File: config.mk
export PLATFORM = sky130hd
export DESIGN_NAME = spike_window_packer
export DESIGN_NICKNAME = d
export VERILOG_FILES = /design/src/rtl/spike_window_packer.sv
export SDC_FILE = /design/constraint.sdc
export NUM_CORES = 1
export LEC_CHECK = 0
export BUFFER_PORTS_ARGS = -buffer_cell sky130_fd_sc_hd__buf_2
export CAP_MARGIN = 0
export CORE_MARGIN = 5
export CORE_UTILIZATION = 57
export CTS_BUF_LIST = sky130_fd_sc_hd__clkbuf_8
export CTS_CLUSTER_SIZE = 20
export DETAILED_ROUTE_END_ITERATION = 10
export GPL_TIMING_DRIVEN = 0
export PLACE_DENSITY = 0.81
export SYNTH_ARGS = -nofsm -noshare
export SYNTH_HDL_FRONTEND = slang
export SYNTH_SLANG_ARGS = --single-unit
File: constraint.sdc
create_clock -name clk -period 2.35 [get_ports clk]
set_input_delay 0.47 -clock clk [delete_from_list [all_inputs] [get_ports clk]]
set_output_delay 0.47 -clock clk [all_outputs]
set_load 0.1 [all_outputs]
File: src/rtl/spike_window_packer.sv
// Packs a serial per-timestep spike stream into T_WINDOW-bit temporal patterns
// (bit i = spike at timestep i). A fill register and an output register form a
// two-deep buffer so the downstream matcher can stall without losing samples.
module spike_window_packer #(
  parameter int unsigned T_WINDOW = 16,
  parameter int unsigned CNT_W    = $clog2(T_WINDOW),
  parameter int unsigned WCNT_W   = 16
) (
  input  logic                clk,
  input  logic                rst_n,
  input  logic                spike_in,
  input  logic                spike_valid,
  output logic                spike_ready,
  input  logic                flush,
  output logic [T_WINDOW-1:0] pattern_out,
  output logic                pattern_valid,
  input  logic                pattern_ready,
  output logic [CNT_W-1:0]    fill_idx,
  output logic [WCNT_W-1:0]   win_count
);

  localparam logic [CNT_W-1:0] LAST_IDX = CNT_W'(T_WINDOW - 1);

  logic [T_WINDOW-1:0] fill_q, fill_d;
  logic                full_q, full_d;
  logic [CNT_W-1:0]    idx_d;
  logic [T_WINDOW-1:0] pat_d;
  logic                pv_d;
  logic [WCNT_W-1:0]   wc_d;

  logic                slot_free;
  logic                accept;
  logic                complete;
  logic [T_WINDOW-1:0] fill_with;

  // Ready depends only on the registered full flag, never on downstream ready.
  assign spike_ready = !full_q;

  // Next-state: sample insertion, window completion, output-slot hand-off.
  always_comb begin
    fill_d    = fill_q;
    full_d    = full_q;
    idx_d     = fill_idx;
    pat_d     = pattern_out;
    pv_d      = pattern_valid;
    wc_d      = win_count;

    slot_free = !pattern_valid || pattern_ready;
    accept    = spike_valid && !full_q;
    fill_with = fill_q;
    if (accept && spike_in) begin
      fill_with = fill_q | (T_WINDOW'(1) << fill_idx);
    end
    // A same-cycle sample counts towards the window a flush closes.
    complete  = !full_q &&
                ((accept && (fill_idx == LAST_IDX)) ||
                 (flush && ((fill_idx != '0) || accept)));

    if (pattern_valid && pattern_ready) begin
      pv_d = 1'b0;
    end

    if (full_q) begin
      // Held window moves out as soon as the output slot frees.
      if (slot_free) begin
        pat_d  = fill_q;
        pv_d   = 1'b1;
        fill_d = '0;
        idx_d  = '0;
        full_d = 1'b0;
        wc_d   = win_count + WCNT_W'(1);
      end
    end else if (complete) begin
      if (slot_free) begin
        pat_d  = fill_with;
        pv_d   = 1'b1;
        fill_d = '0;
        idx_d  = '0;
        wc_d   = win_count + WCNT_W'(1);
      end else begin
        // Upper bits are already zero, which provides the flush padding.
        fill_d = fill_with;
        full_d = 1'b1;
      end
    end else if (accept) begin
      fill_d = fill_with;
      idx_d  = fill_idx + CNT_W'(1);
    end
  end

  // State and output registers.
  always_ff @(posedge clk or negedge rst_n) begin
    if (!rst_n) begin
      fill_q        <= '0;
      full_q        <= 1'b0;
      fill_idx      <= '0;
      pattern_out   <= '0;
      pattern_valid <= 1'b0;
      win_count     <= '0;
    end else begin
      fill_q        <= fill_d;
      full_q        <= full_d;
      fill_idx      <= idx_d;
      pattern_out   <= pat_d;
      pattern_valid <= pv_d;
      win_count     <= wc_d;
    end
  end

endmodule

==> results_dict.tcl, run 1 <==
set metrics [dict create \
    reg2reg_from "fill_idx[0]$_DFFE_PN0P_" \
    synth_area_mm2 0.00244 \
    dp_hpwl_um 3770 \
    cts-root-buf "clkbuf_8" \
    rsz0062_at_grt "yes" \
    numPortBuffers 43 \
    grt_usage_pct 20.9 \
    routed_via_density 5.73 \
    num_rows 23 \
    grt_pass1_vias 1803 \
    grt_antenna_before_repair 0 \
    worstHoldPathType "input port to asynchronous set/reset pin" \
    post-route-drc-count 0 \
    io_pins 44 \
    die-area_mm2 0.00568 \
    fin_util_pct 69.7 \
    crit_type "register to register" \
    grt_pass1_wl_um 8940 \
    ys_types 33 \
    place_inst 323 \
    setup_viol 0 \
    worst_clock_skew_ns 0.0124 \
    avgSynthCellArea_um2 10.6 \
    max_freq_ghz 0.446 \
    p_total_mw 3.41 \
    end_kind "register" \
    status "finished clean" \
    setup_ws_ns 0.106 \
    synth_edf_count 0 \
    finalInstanceArea_mm2 0.00283 \
    timing.slew.headroom_pct 20.6 \
    netlist_instances 230 \
    maxCapViolCount 0 \
    synth_area_leader_cell "dfrtp_1" \
    peakVddDrop_mv 1.24 \
    htree_levels 2 \
    synth_commonest_cells "54 x dfrtp_1, 34 x o21ai_0, 16 x a21oi_1" \
    ant_nets 0 \
    cp-start-kind "register" \
    drtPass1Iterations 4 \
    synth_top_cell_area_share_pct 55.5 \
    wl_per_cell_um 16.0 \
    nNetsFinal 294 \
    drt-initial-drc-count 147 \
    cp_slowest_stage_delay_ns 0.47 \
    n_antenna_cell 0 \
    min_period_ns 2.24 \
    synthFlopType "dfrtp_1" \
    clock-sinks 54 \
    synth_seq_area_share_pct 55.5 \
    clockBufferDepth 2 \
    post-synth-top-count-cell "dfrtp_1" \
    power.density_mw_per_mm2 1200 \
    crit_chain "inv_1 -> ha_1 -> or4b_4 -> a221oi_4 -> buf_2 -> nor3_1 -> xor2_1" \
    grt-ovfl-total 0 \
    r2r_end "win_count[6]$_DFFE_PN0P_" \
    critPathRequiredTime_ns 2.54 \
    cts_buffers 5 \
    async_flop_share_pct 100 \
    r2r.worst_path.cells 7 \
    post-place-ws_ns -0.0488 \
    rrSetupSlack_ns 0.11 \
    place_area_mm2 0.00272 \
    area_growth_pct 16.1 \
    leakage_nw 1.40 \
    yosys-top-cells-area "dfrtp_1 55%, o21ai_0 7.0%, xor2_1 5.4%" \
    clk_pin_slew_ns 0.09 \
    insertion_delay_ns 0.31 \
    grt_max_degree 55 \
    crit_fanout 10 \
    die_y_um 75.4 \
    fin_crit_sh_pct 95.5 \
    layout.cells.non_filler 332 \
    finalMaxSlewViolations 0 \
    syn_nets 243 \
    die_w_um 75.4 \
    core_area_mm2 0.00406 \
    max_slew.worst_pin.slew_ns 1.19 \
    ys_ff_latch 54 \
    wl_um 5320 \
    routabilityCongestion 0.835 \
    drive_gt1_share_pct 23.4 \
    vias 1904 \
    start_util_pct 60.0 \
    hold_violations 0 \
    cpMaxStageDelayCell "or4b_4" \
    arrival_ns 2.43 \
    hold_buffers 0 \
    ys_warn_count 0 \
    cts_tree "yes" \
]
-- sequential cells by signal (all words and copies together), names as in the netlist --
signal and cells:
fill_q 16, pattern_out 16, win_count 16, fill_idx 4, full_q 1, pattern_valid 1
-- cell usage in the layout (no fill, tap or decap) --
cell type,synthesis,routed
a21oi_1,16,16
a221oi_4,1,1
a22o_1,4,4
a31oi_1,11,11
a32o_1,1,1
and2_0,4,4
and3_1,5,5
and4_1,1,1
and4b_1,1,1
and4bb_2,1,1
buf_1,2,2
buf_2,4,45
buf_4,0,2
clkbuf_1,11,9
clkbuf_2,0,2
clkbuf_4,0,1
clkbuf_8,0,5
dfrtp_1,54,50
dfrtp_2,0,4
ha_1,7,7
inv_1,5,8
mux2_2,1,1
nand2_1,6,6
nand2b_1,2,1
nand2b_4,0,1
nand3_1,7,7
nor2_1,13,12
nor2_2,0,1
nor2b_1,3,3
nor3_1,4,4
nor3b_1,3,3
nor4_1,3,3
nor4b_1,4,4
o211ai_1,1,1
o21ai_0,34,34
o22ai_1,3,3
or4b_2,1,1
or4b_4,0,1
xnor2_1,1,1
xor2_1,15,15
-- worst max-delay path by stage --
stage / from / end / cells after the start / slack, ns
floorplan: fill_idx[0]$_DFFE_PN0P_ / win_count[8]$_DFFE_PN0P_ / 7 / 0.008
global placement: spike_valid / fill_q[7]$_DFFE_PN0P_ / 6 / 0.03
detailed placement: fill_idx[0]$_DFFE_PN0P_ / fill_q[3]$_DFFE_PN0P_ / 7 / -0.05
CTS: fill_idx[0]$_DFFE_PN0P_ / fill_q[10]$_DFFE_PN0P_ / 7 / 0.01
global route: fill_idx[0]$_DFFE_PN0P_ / pattern_out[9]$_DFFE_PN0P_ / 7 / -0.007
finish: fill_idx[0]$_DFFE_PN0P_ / win_count[6]$_DFFE_PN0P_ / 7 / 0.11
-- report_power, final --
part	switching, mW	total (mW)	internal [mW]
registers	0.145	1.22	1.08
logic	1.38	1.70	0.322
clock network	0.286	0.485	0.199
-- final cells by class --
cell class / count / area [µm²]
clock inverters: 3 / 11.3
plain buffers: 17 / 76.3
multi-input cells: 154 / 1010
clock buffers: 5 / 68.8
fillers: 296 / 1230
repair buffers: 44 / 223
flip-flops and latches: 54 / 1360
inverters: 5 / 18.8
well taps: 50 / 62.6
-- routing by layer --
| metal | track usage [%] | vias to the layer above | part of all wire (%) |
|---|---|---|---|
| met5 | 0 | - | 0 |
| met4 | 7.77 | 0 | 1.5 |
| met3 | 4.35 | 7 | 4.8 |
| met2 | 30.2 | 39 | 46 |
| met1 | 31.4 | 936 | 48 |
| li1 | - | 922 | - |
-- per-stage QoR --
step	TNS (ns)	hold slack (ns)
CTS	0	0.424
global route	-0.0121	0.494
finish	0	0.386
detailed placement	-0.214	0.473
global placement	0	0.452
floorplan	0	0.174
-- critical path, delay by kind of cell (launching register included) --
kind / cells / cell delay, ns
and+or+nand+nor: 2 / 0.57
DFF: 1 / 0.46
buffers and inverters: 2 / 0.41
AOI/OAI and AO/OA: 1 / 0.36
adders and majority gates: 1 / 0.17
xor gates and xnor gates: 1 / 0.15
-- what timing repair did --
action | CTS | global route
resized for setup | 0 | 10
setup endpoints to repair | 17 | 33
setup buffers | 1 | 0
pin swaps | 1 | 1
-- kinds of logic after synthesis --
group           after synthesis  share of synthesized area (%)
simple gates                 59                           14.0
buf+inv                      22                           3.60
compound gates               71                           17.1
flops                        54                           55.5
mux                           1                          0.462
xor+xnor                     16                           5.75
fa+ha+maj                     7                           3.60
(Power assumes the default switching activity.)
==> run 2, diff against run 1 <==
==> config.mk (replaced) <==
export PLATFORM = sky130hd
export DESIGN_NAME = spike_window_packer
export DESIGN_NICKNAME = d
export VERILOG_FILES = /design/src/rtl/spike_window_packer.sv
export SDC_FILE = /design/constraint.sdc
export NUM_CORES = 1
export LEC_CHECK = 0
export ABC_AREA = 1
export BUFFER_PORTS_ARGS = -buffer_cell sky130_fd_sc_hd__buf_2
export CAP_MARGIN = 0
export CORE_MARGIN = 5
export CORE_UTILIZATION = 59
export CTS_BUF_LIST = sky130_fd_sc_hd__clkbuf_4 sky130_fd_sc_hd__clkbuf_8
export CTS_CLUSTER_SIZE = 20
export DETAILED_ROUTE_END_ITERATION = 10
export GPL_TIMING_DRIVEN = 0
export PLACE_DENSITY = 0.82
export SLEW_MARGIN = 25
export SYNTH_ARGS = -nofsm -noshare
export SYNTH_HDL_FRONTEND = slang
export SYNTH_SLANG_ARGS = --single-unit
==> results_dict.tcl, run 2 <==
set metrics [dict create \
    status "finished clean" \
    cts_tree "yes" \
    die_w_um 80.9 \
    synth_top_cell_area_share_pct 45.6 \
    netlist_instances 386 \
    start_util_pct 61.9 \
    finalInstanceArea_mm2 0.00337 \
    final_common_cell "nand2_1" \
    synth_mux_area_share_pct 0 \
    synthSimpleGateAreaFrac_pct 35.6 \
    dp_hpwl_um 4960 \
    end_kind "output port" \
    critPathRequiredTime_ns 1.88 \
    clk_pin_slew_ns 0.10 \
    vias 2655 \
    grt_pass1_vias 2528 \
    leakage_nw 1.83 \
    cp-start-kind "register" \
    finalMaxSlewViolations 0 \
    synthFlopType "dfrtp_1" \
    drtPass1Iterations 4 \
    die-area_mm2 0.00654 \
    layout.cells.non_filler 504 \
    maxCapViolCount 0 \
    synth_commonest_cells "143 x nand2_1, 54 x dfrtp_1, 46 x nor2_1" \
    grt_antenna_before_repair 0 \
    fin_util_pct 70.4 \
    crit_fanout 8 \
    wl_per_cell_um 13.5 \
    routabilityCongestion 0.857 \
    fin_crit_sh_pct 77.6 \
    fin_tns_setup_ns 0 \
    rsz0062_at_grt "no" \
    arrival_ns 1.35 \
    cts-root-buf "clkbuf_8" \
    peakVddDrop_mv 0.793 \
    place_inst 496 \
    cts.repair.resized 0 \
    async_flop_share_pct 100 \
    syn_nets 399 \
    power.density_mw_per_mm2 1140 \
    setup_viol 0 \
    layout_common_cells "143 x nand2_1, 54 x dfrtp_1, 46 x nor2_1, 44 x buf_2, 34 x nand3_1" \
    startpoint "full_q$_DFF_PN0_" \
    min_period_ns 1.82 \
    synth_top_family_by_area "simple AND/OR/NAND/NOR gates" \
    hold_buffers 0 \
    max_slew.worst_pin.slew_ns 0.674 \
    insertion_delay_ns 0.31 \
    synth-adder-area-share_pct 2.95 \
    drive_gt1_share_pct 17.4 \
    synth_edf_count 0 \
    ant_nets 0 \
    io_pins 44 \
    core_area_mm2 0.00479 \
    clockBufferDepth 2 \
    reg_top3 "fill_q (16), pattern_out (16), win_count (16)" \
    grt-ovfl-total 0 \
    post-route-drc-count 0 \
    wl_um 6800 \
    routed_via_density 5.27 \
    reg2reg_from "fill_idx[0]$_DFFE_PN0P_" \
    grt_max_degree 55 \
    yosys-top-cells-area "dfrtp_1 46%, nand2_1 18%, nor2_1 5.8%" \
    synth_area_mm2 0.00296 \
    numPortBuffers 43 \
    place_area_mm2 0.00327 \
    ys_types 28 \
    post-synth-top-count-cell "nand2_1" \
    worstHoldPathType "input port to asynchronous set/reset pin" \
    avgSynthCellArea_um2 7.68 \
    area_growth_pct 13.7 \
    htree_levels 2 \
    grt_pass1_wl_um 11900 \
    grt_usage_pct 23.3 \
    n_antenna_cell 0 \
    max_freq_ghz 0.548 \
    synth_seq_area_share_pct 45.6 \
    nNetsFinal 449 \
    crit_type "register to output port" \
    die_y_um 80.9 \
    drt-initial-drc-count 165 \
    ys_warn_count 0 \
    worst_clock_skew_ns 0.00706 \
    synth_xor_area_share_pct 2.07 \
    clock-sinks 54 \
    cts_buffers 5 \
    hold_violations 0 \
    fin_hold_ws_ns 0.184 \
    synth_compound_area_share_pct 5.49 \
    synth_area_leader_cell "dfrtp_1" \
    ys_ff_latch 54 \
    num_rows 25 \
    cts_setup_buffers 0 \
    timing.slew.headroom_pct 55.1 \
]
run 2: cell count changes after synthesis, sizes merged, moves of 5 or more:
cell and change:
clkbuf -11, xor2 -13, nand4 +10, inv +25, and3 -5, nand2 +143
a21oi -7, o21ai -15, nor2 +34, buf +7, nand3 +30, a31oi -11
run 2: report_power, final:
part / total (mW) / switching, mW / internal, mW
Sequential: 1.22 / 0.145 / 1.08
Clock: 0.583 / 0.313 / 0.271
Combinational: 2.04 / 1.59 / 0.451
run 2: metal layers:
metal	part of all wire, %	track usage, %	wire length, µm	vias to the layer above
li1	-	-	-	1323
met1	45	30.1	3040	1236
met2	48	38.4	3250	80
met3	5.6	4.55	382	16
met4	1.9	8.95	131	0
met5	0	0	0	-
run 2: worst max-delay path, cell delays in order, from the launching register on:
cell	delay [ns]
dfrtp_1	0.39
buf_6	0.14
inv_8	0.08
buf_2	0.42
run 2: layout make-up:
cell class	instances	area [µm²]
clock buffer	7	96.3
sequential	54	1350
clock inverter	1	8.76
tap	67	83.8
buffer	13	123
multi-input combinational	289	1370
inverter	30	123
timing repair buffer	43	218
fill	414	1420
run 2: logic make-up (layout without fill, tap and decap cells):
logic type | Yosys count | count (layout)
xor+xnor | 7 | 7
simple gates | 244 | 244
buf+inv | 43 | 94
fa+ha+maj | 7 | 7
compound gates | 31 | 31
flops | 54 | 54
run 2: stage by stage:
step	setup slack [ns]	total power, mW
floorplan	0.134	2.88
global placement	0.684	3.24
detailed placement	0.664	3.27
CTS	0.517	3.85
global route	0.478	4.07
finish	0.526	3.84
run 2: worst paths after layout:
kind | end | cells past startpoint | slack (ns)
setup / recovery | spike_ready | 3 | 0.53
hold / removal | pattern_out[14]$_DFFE_PN0P_ | 1 | 0.18
setup reg to reg | win_count[9]$_DFFE_PN0P_ | 10 | 0.64
hold reg to reg | fill_q[0]$_DFFE_PN0P_ | 2 | 0.49
max in group asynchronous | win_count[12]$_DFFE_PN0P_ | 1 | 1.72
min in group clk | full_q$_DFF_PN0_ | 4 | 0.41
